===== src/rtl/fetch_queue_unit_if.sv =====
// Instruction-memory request/done handshake between the fetch unit and a
// multi-cycle instruction memory (single outstanding request).
interface fetch_queue_unit_if;
  logic        imem_rd;
  logic [15:0] imem_addr;
  logic [15:0] imem_data;
  logic        imem_done;

  modport master (output imem_rd, output imem_addr, input imem_data, input imem_done);
  modport slave  (input imem_rd, input imem_addr, output imem_data, output imem_done);
endinterface


===== src/rtl/fetch_queue_unit.sv =====
// Fetch stage producer: owns the PC, runs the imem handshake, buffers words in a
// 2-entry queue and presents the head (or a NOP bubble) to the IF/ID register.
module fetch_queue_unit #(
  parameter logic [15:0] NOP_INST = 16'h0800,
  parameter logic [15:0] RESET_PC = 16'h0000
) (
  input  logic                clk,
  input  logic                rst,
  input  logic                stall_in,
  input  logic                redirect_valid,
  input  logic [15:0]         redirect_pc,
  input  logic                halt_in,
  fetch_queue_unit_if.master  imem,
  output logic [15:0]         inst_out,
  output logic [15:0]         pc_out_out,
  output logic [15:0]         pc_inc_out,
  output logic                stall_out
);

  typedef enum logic [1:0] {IDLE, REQ, DRAIN, HALTED} state_t;

  state_t      state, state_nx;
  logic [15:0] fetch_pc, pc_nx;
  logic [15:0] req_addr;
  logic        halt_pend, halt_nx;
  logic [1:0]  count;
  logic [31:0] q0, q1;
  logic        rd, push, pop, flush, capture;
  logic [15:0] redir_al;

  assign redir_al = redirect_pc & 16'hFFFE;

  always_comb begin
    state_nx = state;
    pc_nx    = fetch_pc;
    halt_nx  = halt_pend;
    rd       = 1'b0;
    push     = 1'b0;
    pop      = 1'b0;
    flush    = 1'b0;
    capture  = 1'b0;
    case (state)
      IDLE: begin
        state_nx = REQ;
        if (redirect_valid) begin
          flush = 1'b1;
          pc_nx = redir_al;
        end else if (halt_in) begin
          flush    = 1'b1;
          state_nx = HALTED;
        end
      end
      REQ: begin
        rd = (count <= 2'd1);
        if (redirect_valid || halt_in) begin
          flush = 1'b1;
          if (redirect_valid) pc_nx = redir_al;
          // An in-flight request must still complete; park in DRAIN and remember
          // whether HALTED or REQ follows.
          if (rd && !imem.imem_done) begin
            state_nx = DRAIN;
            capture  = 1'b1;
            halt_nx  = !redirect_valid;
          end else if (!redirect_valid) begin
            state_nx = HALTED;
          end
        end else begin
          pop  = (count != 2'd0) && !stall_in;
          push = rd && imem.imem_done;
          if (push) pc_nx = fetch_pc + 16'd2;
        end
      end
      DRAIN: begin
        rd = 1'b1;
        if (redirect_valid) pc_nx = redir_al;
        if (halt_in && !redirect_valid) halt_nx = 1'b1;
        if (imem.imem_done)
          state_nx = (halt_pend || (halt_in && !redirect_valid)) ? HALTED : REQ;
      end
      default: ;
    endcase
  end

  always_ff @(posedge clk or negedge rst) begin
    if (!rst) state <= IDLE;
    else      state <= state_nx;
  end

  always_ff @(posedge clk or negedge rst) begin
    if (!rst) begin
      fetch_pc  <= RESET_PC;
      req_addr  <= RESET_PC;
      halt_pend <= 1'b0;
      count     <= '0;
      q0        <= '0;
      q1        <= '0;
    end else begin
      fetch_pc  <= pc_nx;
      halt_pend <= halt_nx;
      if (capture) req_addr <= fetch_pc;
      if (flush) begin
        count <= '0;
      end else if (push && pop) begin
        // Push is only possible at count<=1, so a simultaneous pop leaves the new word at the head.
        q0 <= {imem.imem_data, fetch_pc};
      end else if (pop) begin
        q0    <= q1;
        count <= count - 2'd1;
      end else if (push) begin
        if (count == 2'd0) q0 <= {imem.imem_data, fetch_pc};
        else               q1 <= {imem.imem_data, fetch_pc};
        count <= count + 2'd1;
      end
    end
  end

  assign imem.imem_rd   = rd;
  assign imem.imem_addr = (state == DRAIN) ? req_addr : fetch_pc;

  always_comb begin
    if (count == 2'd0) begin
      inst_out   = NOP_INST;
      pc_out_out = fetch_pc;
      stall_out  = 1'b1;
    end else begin
      inst_out   = q0[31:16];
      pc_out_out = q0[15:0];
      stall_out  = 1'b0;
    end
    pc_inc_out = pc_out_out + 16'd2;
  end

endmodule


===== src/flat_wrapper.sv =====
// flat-port wrapper written by rule: the top's interface ports become plain ports
module fetch_queue_unit_flat 
#(
  parameter logic [15:0] NOP_INST = 16'h0800,
  parameter logic [15:0] RESET_PC = 16'h0000
)
  (clk, rst, stall_in, redirect_valid, redirect_pc, halt_in, inst_out, pc_out_out, pc_inc_out, stall_out, imem_imem_rd, imem_imem_addr, imem_imem_data, imem_imem_done);
  fetch_queue_unit_if imem_i ();
  input  logic clk;
  input  logic rst;
  input  logic stall_in;
  input  logic redirect_valid;
  input  logic [15:0] redirect_pc;
  input  logic halt_in;
  output logic [15:0] inst_out;
  output logic [15:0] pc_out_out;
  output logic [15:0] pc_inc_out;
  output logic stall_out;
  output wire logic [$bits(imem_i.imem_rd)-1:0] imem_imem_rd;
  output wire logic [$bits(imem_i.imem_addr)-1:0] imem_imem_addr;
  input wire logic [$bits(imem_i.imem_data)-1:0] imem_imem_data;
  input wire logic [$bits(imem_i.imem_done)-1:0] imem_imem_done;
  assign imem_imem_rd = imem_i.imem_rd;
  assign imem_imem_addr = imem_i.imem_addr;
  assign imem_i.imem_data = imem_imem_data;
  assign imem_i.imem_done = imem_imem_done;
  fetch_queue_unit #(.NOP_INST(NOP_INST), .RESET_PC(RESET_PC)) u_core (.clk(clk), .rst(rst), .stall_in(stall_in), .redirect_valid(redirect_valid), .redirect_pc(redirect_pc), .halt_in(halt_in), .imem(imem_i), .inst_out(inst_out), .pc_out_out(pc_out_out), .pc_inc_out(pc_inc_out), .stall_out(stall_out));
endmodule

===== config.mk =====
export PLATFORM = sky130hd
export DESIGN_NAME = fetch_queue_unit_flat
export DESIGN_NICKNAME = d
export VERILOG_FILES = /design/src/rtl/fetch_queue_unit_if.sv /design/src/rtl/fetch_queue_unit.sv /design/src/flat_wrapper.sv
export SDC_FILE = /design/constraint.sdc
export NUM_CORES = 1
export LEC_CHECK = 0
export CORE_MARGIN = 2
export CORE_UTILIZATION = 45
export CTS_CLUSTER_SIZE = 14
export DETAILED_ROUTE_END_ITERATION = 8
export PLACE_DENSITY = 0.76
export SETUP_SLACK_MARGIN = 0.5
export SLEW_MARGIN = 20
export SYNTH_ARGS = -nofsm -noshare
export SYNTH_HDL_FRONTEND = slang
export SYNTH_SLANG_ARGS = --single-unit

===== constraint.sdc =====
create_clock -name clk -period 3.97 [get_ports clk]
set_input_delay 0.397 -clock clk [delete_from_list [all_inputs] [get_ports clk]]
set_output_delay 0.397 -clock clk [all_outputs]
set_load 0.1 [all_outputs]

==> results by group, run 1 <==
Drt
  – DRC: 0
  – Via count: 4363
  – Drt first pass iters: 5
  – Top layer in use: met4
  – DR WL/cell: 17.07 um
  – DRT iter0 DRCs: 283
  – Vias per Instance: 5.495
  – Total wire length: 13560 um
  – Met3 WL: 609 um
  – Wire length on met1: 6047 um
  – Met2 Wirelength: 6702 um
  – Antenna viol nets, final: 0

Worst setup path
  – Critical path type: flop to output port
  – WP data arrival: 2900 ps
  – Startpoint Class: flop
  – Slowest cell on crit path: dfrtp_1
  – Crit-path cells: inv_1 -> ha_4 -> mux2_4 -> ha_4 -> nand4_1 -> a21oi_2 -> and4_4 -> nor2b_2 -> xnor2_4 -> buf_12
  – Critical Path Sink Type: output port
  – WP buf/inv: 2
  – Worst-path fanout max: 18
  – Crit path top cell by count: ha_4
  – Max incr delay on CP: 440 ps
  – Required @ worst endpoint: 3570 ps
  – Largest delay share family, worst path: simple AND/OR/NAND/NOR gates

Clocking
  – Clk slew on worst S/H paths: 70 ps
  – Longest Clk Path Bufs: 2
  – CTS tree: done
  – CTS Root Cell: clkbuf_16
  – H-tree Lvls: 3
  – Clock Latency Late Sink: 340 ps
  – Clk sinks: 101
  – CTS buffer count: 9

Synth
  – Post-Syn Area per Cell: 10.57 sq um
  – YS warnings: 0
  – Cell variety after synth: 61
  – Synthesized cell area: 0.005707 sq mm
  – Flops & latches, synth: 101
  – EDFF count, synth: 0
  – Post-Syn Nets: 586
  – Post-synth top flop: dfrtp_1
  – Post-synthesis sequential area ratio: 44.29%
  – Post-Syn Instances: 540
  – Asr flop ratio synth: 100.0%

Cells and area
  – Layout cells sized above 1: 31.67%
  – ANT cells: 0
  – Layout Nets: 663
  – Area growth syn-to-layout: 25.61%

STA
  – Final setup fails: 0
  – Fin Clk Skew: 9.818 ps
  – Slew headroom: 34.55%
  – Worst Tran Pin Value: 978.8 ps
  – F_max: 302.9 MHz
  – Setup TNS: 0 ps
  – Min Tclk post-route: 3301 ps
  – Crit share post-route: 83.16%
  – Final Hold Fails: 0
  – Max-slew violations: 0
  – Unrepaired setup endpoints after global routing: false

Floorplan
  – Floorplan row count: 41
  – Core box area: 0.01252 sq mm
  – Ports: 104
  – Die footprint: 0.01360 sq mm
  – Die width: 116.6 um
  – Initial core utilization: 45.59%
  – Die H: 116.6 um

Global route
  – GRT Resource Usage Total: 20.61%
  – Vias in the first global route: 4334
  – Largest net degree at the start of global routing: 79
  – Antenna violations before repair: 0
  – First-pass GRT wire length: 21820 um
  – GRT Residual Overflow: 0

Job
  – Max-cap violations: 0

Run status
  – Status: finished, final reports clean

Place
  – Hpwl dp: 9497 um
  – Routability cong.: 0.8940
  – # port buffers: 102

Hold path
  – Hold crit path type: primary input to asynchronous set/reset pin
flip-flops by register name (all words and copies together), names as in the netlist:
register / flops
u_core.q0: 32
u_core.q1: 32
u_core.state: 2
u_core.halt_pend: 1
u_core.fetch_pc: 16
u_core.req_addr: 16
u_core.count: 2
path summary, 6_finish.rpt:
kind | from | endpoint | slack [ps] | cells past startpoint
min in group clk | u_core.q0[28] | u_core.q0[28] | 470 | 2
hold / removal | rst | u_core.req_addr[1] | 90 | 1
max in group asynchronous | rst | u_core.fetch_pc[4] | 3050 | 2
setup reg to reg | u_core.state[0] | u_core.fetch_pc[10] | 970 | 7
setup / recovery | u_core.count[0] | pc_inc_out[13] | 670 | 10
hold reg to reg | u_core.q0[28] | u_core.q0[28] | 470 | 2
final cells by class:
type	instances	area [sq um]
multi-input combinational	377	3064
clock buffer	10	229.0
clock inverter	6	38.79
timing repair buffer	114	1041
sequential	101	2527
fill	1114	5349
inverter	14	52.55
tap	172	215.2
cell usage in the layout, fill, tap and decap left out, types with 3 or more instances in the layout:
cell type | netlist | final
inv_1 | 14 | 13
nand4_1 | 3 | 3
o22ai_1 | 6 | 6
o211ai_1 | 3 | 3
a21o_1 | 4 | 4
nand3_1 | 9 | 8
o21ai_0 | 15 | 13
o21ai_1 | 22 | 22
buf_12 | 0 | 4
clkdlybuf4s50_1 | 0 | 51
clkbuf_16 | 0 | 9
or2_2 | 3 | 3
clkinv_2 | 0 | 3
nor2_1 | 20 | 18
a31oi_1 | 4 | 4
nor3_1 | 8 | 8
mux2_2 | 73 | 71
and4_1 | 5 | 4
o221a_2 | 3 | 3
xor2_2 | 0 | 3
nor2b_1 | 20 | 19
mux2i_1 | 35 | 35
buf_4 | 4 | 57
a21oi_1 | 23 | 22
dfrtp_1 | 101 | 101
ha_1 | 8 | 6
a41o_1 | 3 | 3
and3_1 | 3 | 3
o21ai_2 | 10 | 12
xnor2_4 | 0 | 5
nand2_1 | 49 | 49
cells in the mapped netlist, types with 4 or more instances:
master	number	area, sq um
nor2b_1	20	125.1
a21oi_1	23	115.1
o21ai_2	10	87.58
clkbuf_1	14	52.55
nand2_1	49	183.9
mux2i_1	35	350.3
buf_4	4	30.03
a31oi_1	4	25.02
buf_2	17	85.08
xnor2_1	8	70.07
xor2_1	4	35.03
a21o_1	4	30.03
o21ai_1	22	110.1
and4_1	5	43.79
ha_1	8	100.1
buf_6	5	56.30
inv_1	14	52.55
nand3_1	9	45.04
mux2_2	73	822.0
o22ai_1	6	37.54
o21ai_0	15	75.07
nor3_1	8	40.04
nor2_1	20	75.07
dfrtp_1	101	2527
stage by stage:
step                instance area, sq um  hold WS, ps  util (%)  std cells  setup slack, ps
floorplan                           5944        101.4         -        540            207.5
global placement                    6860        454.0     54.81        776            889.4
detailed placement                  6860        465.5     54.81        776            830.0
CTS                                 7139        260.1     57.04        793            573.8
global route                        7168        153.9     57.27        794            548.9
finish                              7168        89.08     57.27        794            668.6
per-layer routing:
metal | vias to the layer above | track usage (%)
met5 | - | 0
met4 | 0 | 7.059
met3 | 19 | 3.477
met2 | 115 | 34.42
met1 | 2150 | 27.36
li1 | 2079 | -
kinds of logic (layout without fill, tap and decap cells):
| kind of cell | after synthesis | after routing | share of synthesized area (%) |
|---|---|---|---|
| simple gates | 138 | 138 | 12.50 |
| flops | 101 | 101 | 44.29 |
| mux | 109 | 109 | 20.74 |
| buf+inv | 62 | 144 | 6.007 |
| compound gates | 110 | 110 | 12.87 |
| xor+xnor | 12 | 12 | 1.842 |
| fa+ha+maj | 8 | 8 | 1.754 |
timing repair:
action,in CTS,in global routing
hold buffers,0,0
endpoints found under the setup margin,2,2
buffers inserted,1,0
pin swaps,1,0
gates resized for setup,0,1
Power of run 1 is left out: the tool's default activity adds up to more than one toggle a clock period on the data nets, which glitch-free logic cannot reach.
==> run 2, diff against run 1 <==
--- a/config.mk
+++ b/config.mk
@@ -9,7 +9,7 @@
 export CORE_UTILIZATION = 45
 export CTS_CLUSTER_SIZE = 14
 export DETAILED_ROUTE_END_ITERATION = 8
-export PLACE_DENSITY = 0.76
+export PLACE_DENSITY = 0.79
 export SETUP_SLACK_MARGIN = 0.5
 export SLEW_MARGIN = 20
 export SYNTH_ARGS = -nofsm -noshare
==> constraint.sdc (replaced) <==
create_clock -name clk -period 2.8 [get_ports clk]
set_input_delay 0.28 -clock clk [delete_from_list [all_inputs] [get_ports clk]]
set_output_delay 0.28 -clock clk [all_outputs]
set_load 0.1 [all_outputs]
==> run 2 against run 1 <==
  * The run now ends with hold timing, setup timing left
  * Register-to-register slack got worse by 450 ps
  * Cell count up 6.0%
  * Critical path depth stayed put
  * First-iteration DRC count fell by 18%
  * Via count grew 7.9%
  * Critical path type unchanged
  * Highest routed layer unchanged
==> results by group, run 2 (synthesized netlist as in run 1, its figures left out) <==
Floorplan
  – Die width: 116.6 um (unchanged)
  – Die footprint: 0.01360 sq mm (unchanged)
  – Ports: 104 (unchanged)
  – Core box area: 0.01252 sq mm (unchanged)
  – Die H: 116.6 um (unchanged)
  – Initial core utilization: 45.59% (unchanged)
  – Floorplan row count: 41 (unchanged)

Global route
  – Vias in the first global route: 4592 (+6.0%)
  – Antenna violations before repair: 0 (unchanged)
  – Largest net degree at the start of global routing: 82 (+3.8%)
  – First-pass GRT wire length: 23710 um (+8.7%)
  – GRT Residual Overflow: 0 (unchanged)
  – GRT Resource Usage Total: 22.69% (+2.1 points)

Place
  – Routability cong.: 0.8945 (about the same)
  – # port buffers: 102 (unchanged)
  – Placed cell areas: 0.007690 sq mm (+12%)
  – Hpwl dp: 10130 um (+6.6%)

Cells and area
  – Most frequent cells in the layout: dfrtp_1 (101), mux2_2 (68), buf_4 (60)
  – Layout cells sized above 1: 45.37% (+14 points)
  – Final Cell Area: 0.008615 sq mm (+20%)
  – Largest regs: u_core.q0: 32 flops, u_core.q1: 32 flops
  – Area growth syn-to-layout: 50.95%
  – Layout Nets: 712 (+7.4%)
  – ANT cells: 0 (unchanged)
  – Leading cell type in the layout, fill and taps excluded: dfrtp_1

Clocking
  – Clk slew on worst S/H paths: 70 ps (about the same)
  – CTS tree: done
  – CTS Hold Buffers Added: 0 (unchanged)
  – CTS Root Cell: clkbuf_16
  – H-tree Lvls: 3 (unchanged)
  – Clk sinks: 101 (unchanged)
  – Clock Latency Late Sink: 340 ps (about the same)
  – CTS buffer count: 9 (unchanged)
  – Longest Clk Path Bufs: 2 (unchanged)

Worst setup path
  – Critical path type: flop to output port
  – Slowest cell on crit path: dfrtp_1
  – Critical Path Sink Type: output port
  – Max incr delay on CP: 400 ps (-40 ps)
  – Crit path top cell by count: ha_4
  – Worst-path fanout max: 5 (-13)
  – Crit-path cells: inv_2 -> ha_4 -> mux2_4 -> ha_4 -> nand4_1 -> a21oi_2 -> and4_4 -> nor2b_4 -> xnor2_4 -> buf_12
  – Startpoint Class: flop
  – WP data arrival: 2530 ps (-370 ps)
  – Required @ worst endpoint: 2520 ps (-1050 ps)
  – WP buf/inv: 2 (unchanged)
  – Largest delay share family, worst path: simple AND/OR/NAND/NOR gates

Drt
  – DR WL/cell: 18.60 um (+9.0%)
  – Total wire length: 15660 um (+16%)
  – Via count: 4706 (+7.9%)
  – Vias per Instance: 5.589 (+1.7%)
  – Antenna viol nets, final: 0 (unchanged)
  – DRT iter0 DRCs: 231 (-18%)
  – Drt first pass iters: 6 (+1)
  – DRC: 0 (unchanged)

STA
  – Setup TNS: -14.27 ps (-14.27 ps)
  – Unrepaired setup endpoints after global routing: true
  – Final Hold Fails: 17 (+17)
  – Min Tclk post-route: 2814 ps
  – Crit share post-route: 100.5%
  – Slew headroom: 50.57% (+16 points)
  – Max-slew violations: 0 (unchanged)
  – Slack of the critical path: -14.27 ps (-682.9 ps)
  – Final setup fails: 1 (+1)
  – Fin Clk Skew: 7.219 ps (-2.598 ps)
  – F_max: 355.3 MHz
  – Hold_ws: -9.142 ps (-98.22 ps)
  – Worst Tran Pin Value: 741.4 ps (-237.3 ps)

Run status
  – Failing checks: hold timing, setup timing
  – Status: finished with violations

Hold path
  – Hold crit path type: primary input to asynchronous set/reset pin

Job
  – Max-cap violations: 0 (unchanged)
run 2: cell count changes in the layout (fill, tap and decap cells not counted), moves of 5 or more:
cell,change
buf_12,+51
clkdlybuf4s50_1,-16
nor2b_4,+12
nor2b_1,-11
mux2i_1,-7
buf_6,+5
mux2i_2,+5
run 2: area by class of cell:
type / instances / area (sq um)
tap: 172 / 215.2
inverter: 14 / 56.30
timing repair buffer: 163 / 2126
sequential: 101 / 2527
fill: 905 / 3902
clock inverter: 5 / 52.55
clock buffer: 10 / 229.0
multi-input combinational: 377 / 3408
run 2: stage by stage:
stage | std cells | util, % | setup slack (ps)
3_5_place_dp | 793 | 61.44 | 103.9
6_report | 842 | 68.82 | -14.27
2_1_floorplan | 540 | - | -830.6
4_1_cts | 824 | 66.14 | 53.16
5_1_grt | 842 | 68.82 | -58.46
3_3_place_gp | 793 | 61.44 | 195.4
run 2: final timing paths:
check                                     end  depth (start not counted)             from  slack [ps]
max                            pc_inc_out[13]                         10  u_core.count[1]         -10
min                        u_core.req_addr[6]                          1              rst          -9
max reg2reg                      u_core.q0[3]                          8  u_core.state[1]         520
min reg2reg                     u_core.q0[27]                          2    u_core.q0[27]         480
max in group asynchronous        u_core.q0[1]                          2              rst        2090
min in group clk                u_core.q0[27]                          2    u_core.q0[27]         480
run 2: repair_timing:
item | CTS | global route
pin swaps | 15 | 13
setup endpoints to repair | 88 | 110
cloned | 2 | 3
setup buffers | 14 | 15
gates resized for setup | 32 | 34
run 2: metal layers:
metal	GRT usage (%)	share of wire (%)
met1	29.82	42
met2	38.49	51
met3	3.633	5.3
met4	7.529	1.5
met5	0	0
Power of run 2 is left out for the same reason.
==> run 3, diff against run 2 <==
--- a/config.mk
+++ b/config.mk
@@ -5,13 +5,13 @@
 export SDC_FILE = /design/constraint.sdc
 export NUM_CORES = 1
 export LEC_CHECK = 0
-export CORE_MARGIN = 2
 export CORE_UTILIZATION = 45
+export CTS_CLUSTER_DIAMETER = 40
 export CTS_CLUSTER_SIZE = 14
 export DETAILED_ROUTE_END_ITERATION = 8
 export PLACE_DENSITY = 0.79
 export SETUP_SLACK_MARGIN = 0.5
-export SLEW_MARGIN = 20
+export SLEW_MARGIN = 10
 export SYNTH_ARGS = -nofsm -noshare
 export SYNTH_HDL_FRONTEND = slang
 export SYNTH_SLANG_ARGS = --single-unit
==> run 3 against run 2 <==
  * The flow now finishes without violations
  * Count of clock-buffer cells in the layout did not move
  * Critical path depth did not move
  * Critical endpoint unchanged
  * Critical path type unchanged
  * Non-clock buffer count fell by 8
==> results by group, run 3 (synthesized netlist as in run 1, its figures left out) <==
Worst setup path
  – Worst setup endpoint: pc_inc_out[13]
  – Crit path top cell by count: ha_4
  – Setup slack, reg-to-reg: 560 ps (+40 ps)
  – WP buf/inv: 2 (unchanged)
  – Worst R2R Path Depth: 6 (-2)
  – Startpoint Class: flop
  – Critical Path Sink Type: output port
  – Critical Path Stages: 10 (unchanged)
  – Critical path type: flop to output port
  – RR Endpoint: u_core.fetch_pc[3]
  – Slowest cell on crit path: dfrtp_1
  – Largest delay share family, worst path: simple AND/OR/NAND/NOR gates
  – Worst-path fanout max: 4 (-1)
  – CP startpoint: u_core.count[1]
  – Required @ worst endpoint: 2520 ps (about the same)
  – Worst r2r src: u_core.state[0]
  – Crit-path cells: inv_2 -> ha_4 -> mux2_4 -> ha_4 -> nand4_1 -> a21oi_2 -> and4_4 -> nor2b_4 -> xnor2_4 -> buf_12
  – Max incr delay on CP: 390 ps (about the same)
  – WP data arrival: 2500 ps (-30 ps)

Floorplan
  – Die footprint: 0.01314 sq mm (-3.4%)
  – Initial core utilization: 46.92% (+1.3 points)
  – Die width: 114.6 um (-1.7%)
  – Floorplan row count: 40 (-2.4%)
  – Ports: 104 (unchanged)
  – Core box area: 0.01216 sq mm (-2.8%)
  – Die H: 114.6 um (-1.7%)

Cells and area
  – Fin util: 69.53% (+0.70 points)
  – Seq. cell area: 0.002529 sq mm (about the same)
  – Layout Nets: 704 (-1.1%)
  – ANT cells: 0 (unchanged)
  – Area growth syn-to-layout: 48.17%
  – Largest regs: u_core.q0: 32 flops, u_core.q1: 32 flops
  – Leading cell type in the layout, fill and taps excluded: dfrtp_1
  – Most frequent cells in the layout: dfrtp_1 (100), mux2_2 (64), buf_4 (54), buf_12 (54), nand2_1 (45)
  – Final Cell Area: 0.008456 sq mm (-1.8%)
  – Layout cells sized above 1: 43.29% (-2.1 points)
  – Area of the multi-input gates: 0.003352 sq mm (-1.7%)
  – FILL cells: 812 (-10%)

STA
  – Min Tclk post-route: 2779 ps (-35.64 ps)
  – Final Hold Fails: 0 (-17)
  – Crit share post-route: 99.24% (-1.3 points)
  – Final setup fails: 0 (-1)
  – Max-slew violations: 0 (unchanged)
  – Unrepaired setup endpoints after global routing: true
  – Fin Clk Skew: 12.61 ps (+5.388 ps)
  – Worst Tran Pin Value: 907.7 ps (+166.3 ps)
  – Slack of the critical path: 21.38 ps (+35.64 ps)
  – Slew headroom: 39.48% (-11 points)
  – F_max: 359.9 MHz (+1.3%)

Place
  – Hpwl dp: 9998 um (-1.3%)
  – Placed cell areas: 0.007660 sq mm (-0.39%)
  – Dpl ws: 161.7 ps (+57.81 ps)
  – Routability cong.: 0.9606 (+7.4%)
  – # port buffers: 102 (unchanged)

Global route
  – GRT Residual Overflow: 0 (unchanged)
  – Vias in the first global route: 4892 (+6.5%)
  – GRT Resource Usage Total: 24.07% (+1.4 points)
  – Antenna violations before repair: 0 (unchanged)
  – First-pass GRT wire length: 24650 um (+4.0%)
  – Largest net degree at the start of global routing: 73 (-11%)

Job
  – Max-cap violations: 0 (unchanged)

Drt
  – Via count: 4767 (+1.3%)
  – DR WL/cell: 18.50 um (-0.55%)
  – DRT iter0 DRCs: 299 (+29%)
  – DRC: 0 (unchanged)
  – Vias per Instance: 5.736 (+2.6%)
  – Antenna viol nets, final: 0 (unchanged)
  – Total wire length: 15380 um (-1.8%)
  – Drt first pass iters: 5 (-1)

Hold path
  – Hold crit path type: primary input to asynchronous set/reset pin

Clocking
  – CTS Root Cell: clkbuf_16
  – Clock Latency Late Sink: 340 ps (about the same)
  – CTS buffer count: 9 (unchanged)
  – Clk sinks: 101 (unchanged)
  – CTS tree: done
  – H-tree Lvls: 3 (unchanged)
  – Clk slew on worst S/H paths: 70 ps (about the same)
  – Longest Clk Path Bufs: 2 (unchanged)

Run status
  – Status: finished, final reports clean
run 3: final cells by class:
class | instances | share of cell area, %
clock inverter | 6 | 0.6363
inverter | 14 | 0.6659
sequential | 101 | 29.91
multi-input combinational | 377 | 39.64
timing repair buffer | 155 | 23.84
tap | 168 | 2.486
clock buffer | 10 | 2.826
run 3: what timing repair did:
| action | CTS | global route |
|---|---|---|
| gates cloned | 1 | 3 |
| buffers inserted | 18 | 9 |
| pin swaps | 12 | 9 |
| hold buffers | 0 | 0 |
| endpoints found under the setup margin | 76 | 109 |
| gates resized for setup | 22 | 30 |
run 3: worst min-delay path by stage:
stage / depth (start not counted) / slack (ps) / from / endpoint
2_1_floorplan: 0 / -20 / rst / u_core.count[0]
3_3_place_gp: 1 / 450 / rst / u_core.q1[26]
3_5_place_dp: 1 / 460 / rst / u_core.q0[29]
4_1_cts: 1 / 90 / rst / u_core.q0[29]
5_1_grt: 1 / 120 / rst / u_core.q1[26]
6_report: 1 / 50 / rst / u_core.q1[26]
run 3: per-stage QoR:
| stage | std cells | hold WS [ps] | setup TNS (ps) |
|---|---|---|---|
| finish | 831 | 53.16 | 0 |
| global route | 831 | 121.6 | -477.6 |
| CTS | 819 | 93.65 | 0 |
| detailed placement | 784 | 462.1 | 0 |
| global placement | 784 | 452.3 | 0 |
| floorplan | 540 | -15.59 | -6434 |
run 3: routing by layer:
layer	global-route usage (%)	vias to the layer above	share of wire, %
met5	0	-	0
met4	7.965	0	2.4
met3	5.241	35	5.6
met2	40.57	197	50
met1	30.76	2369	42
li1	-	2166	-
Power of run 3 is left out for the same reason.
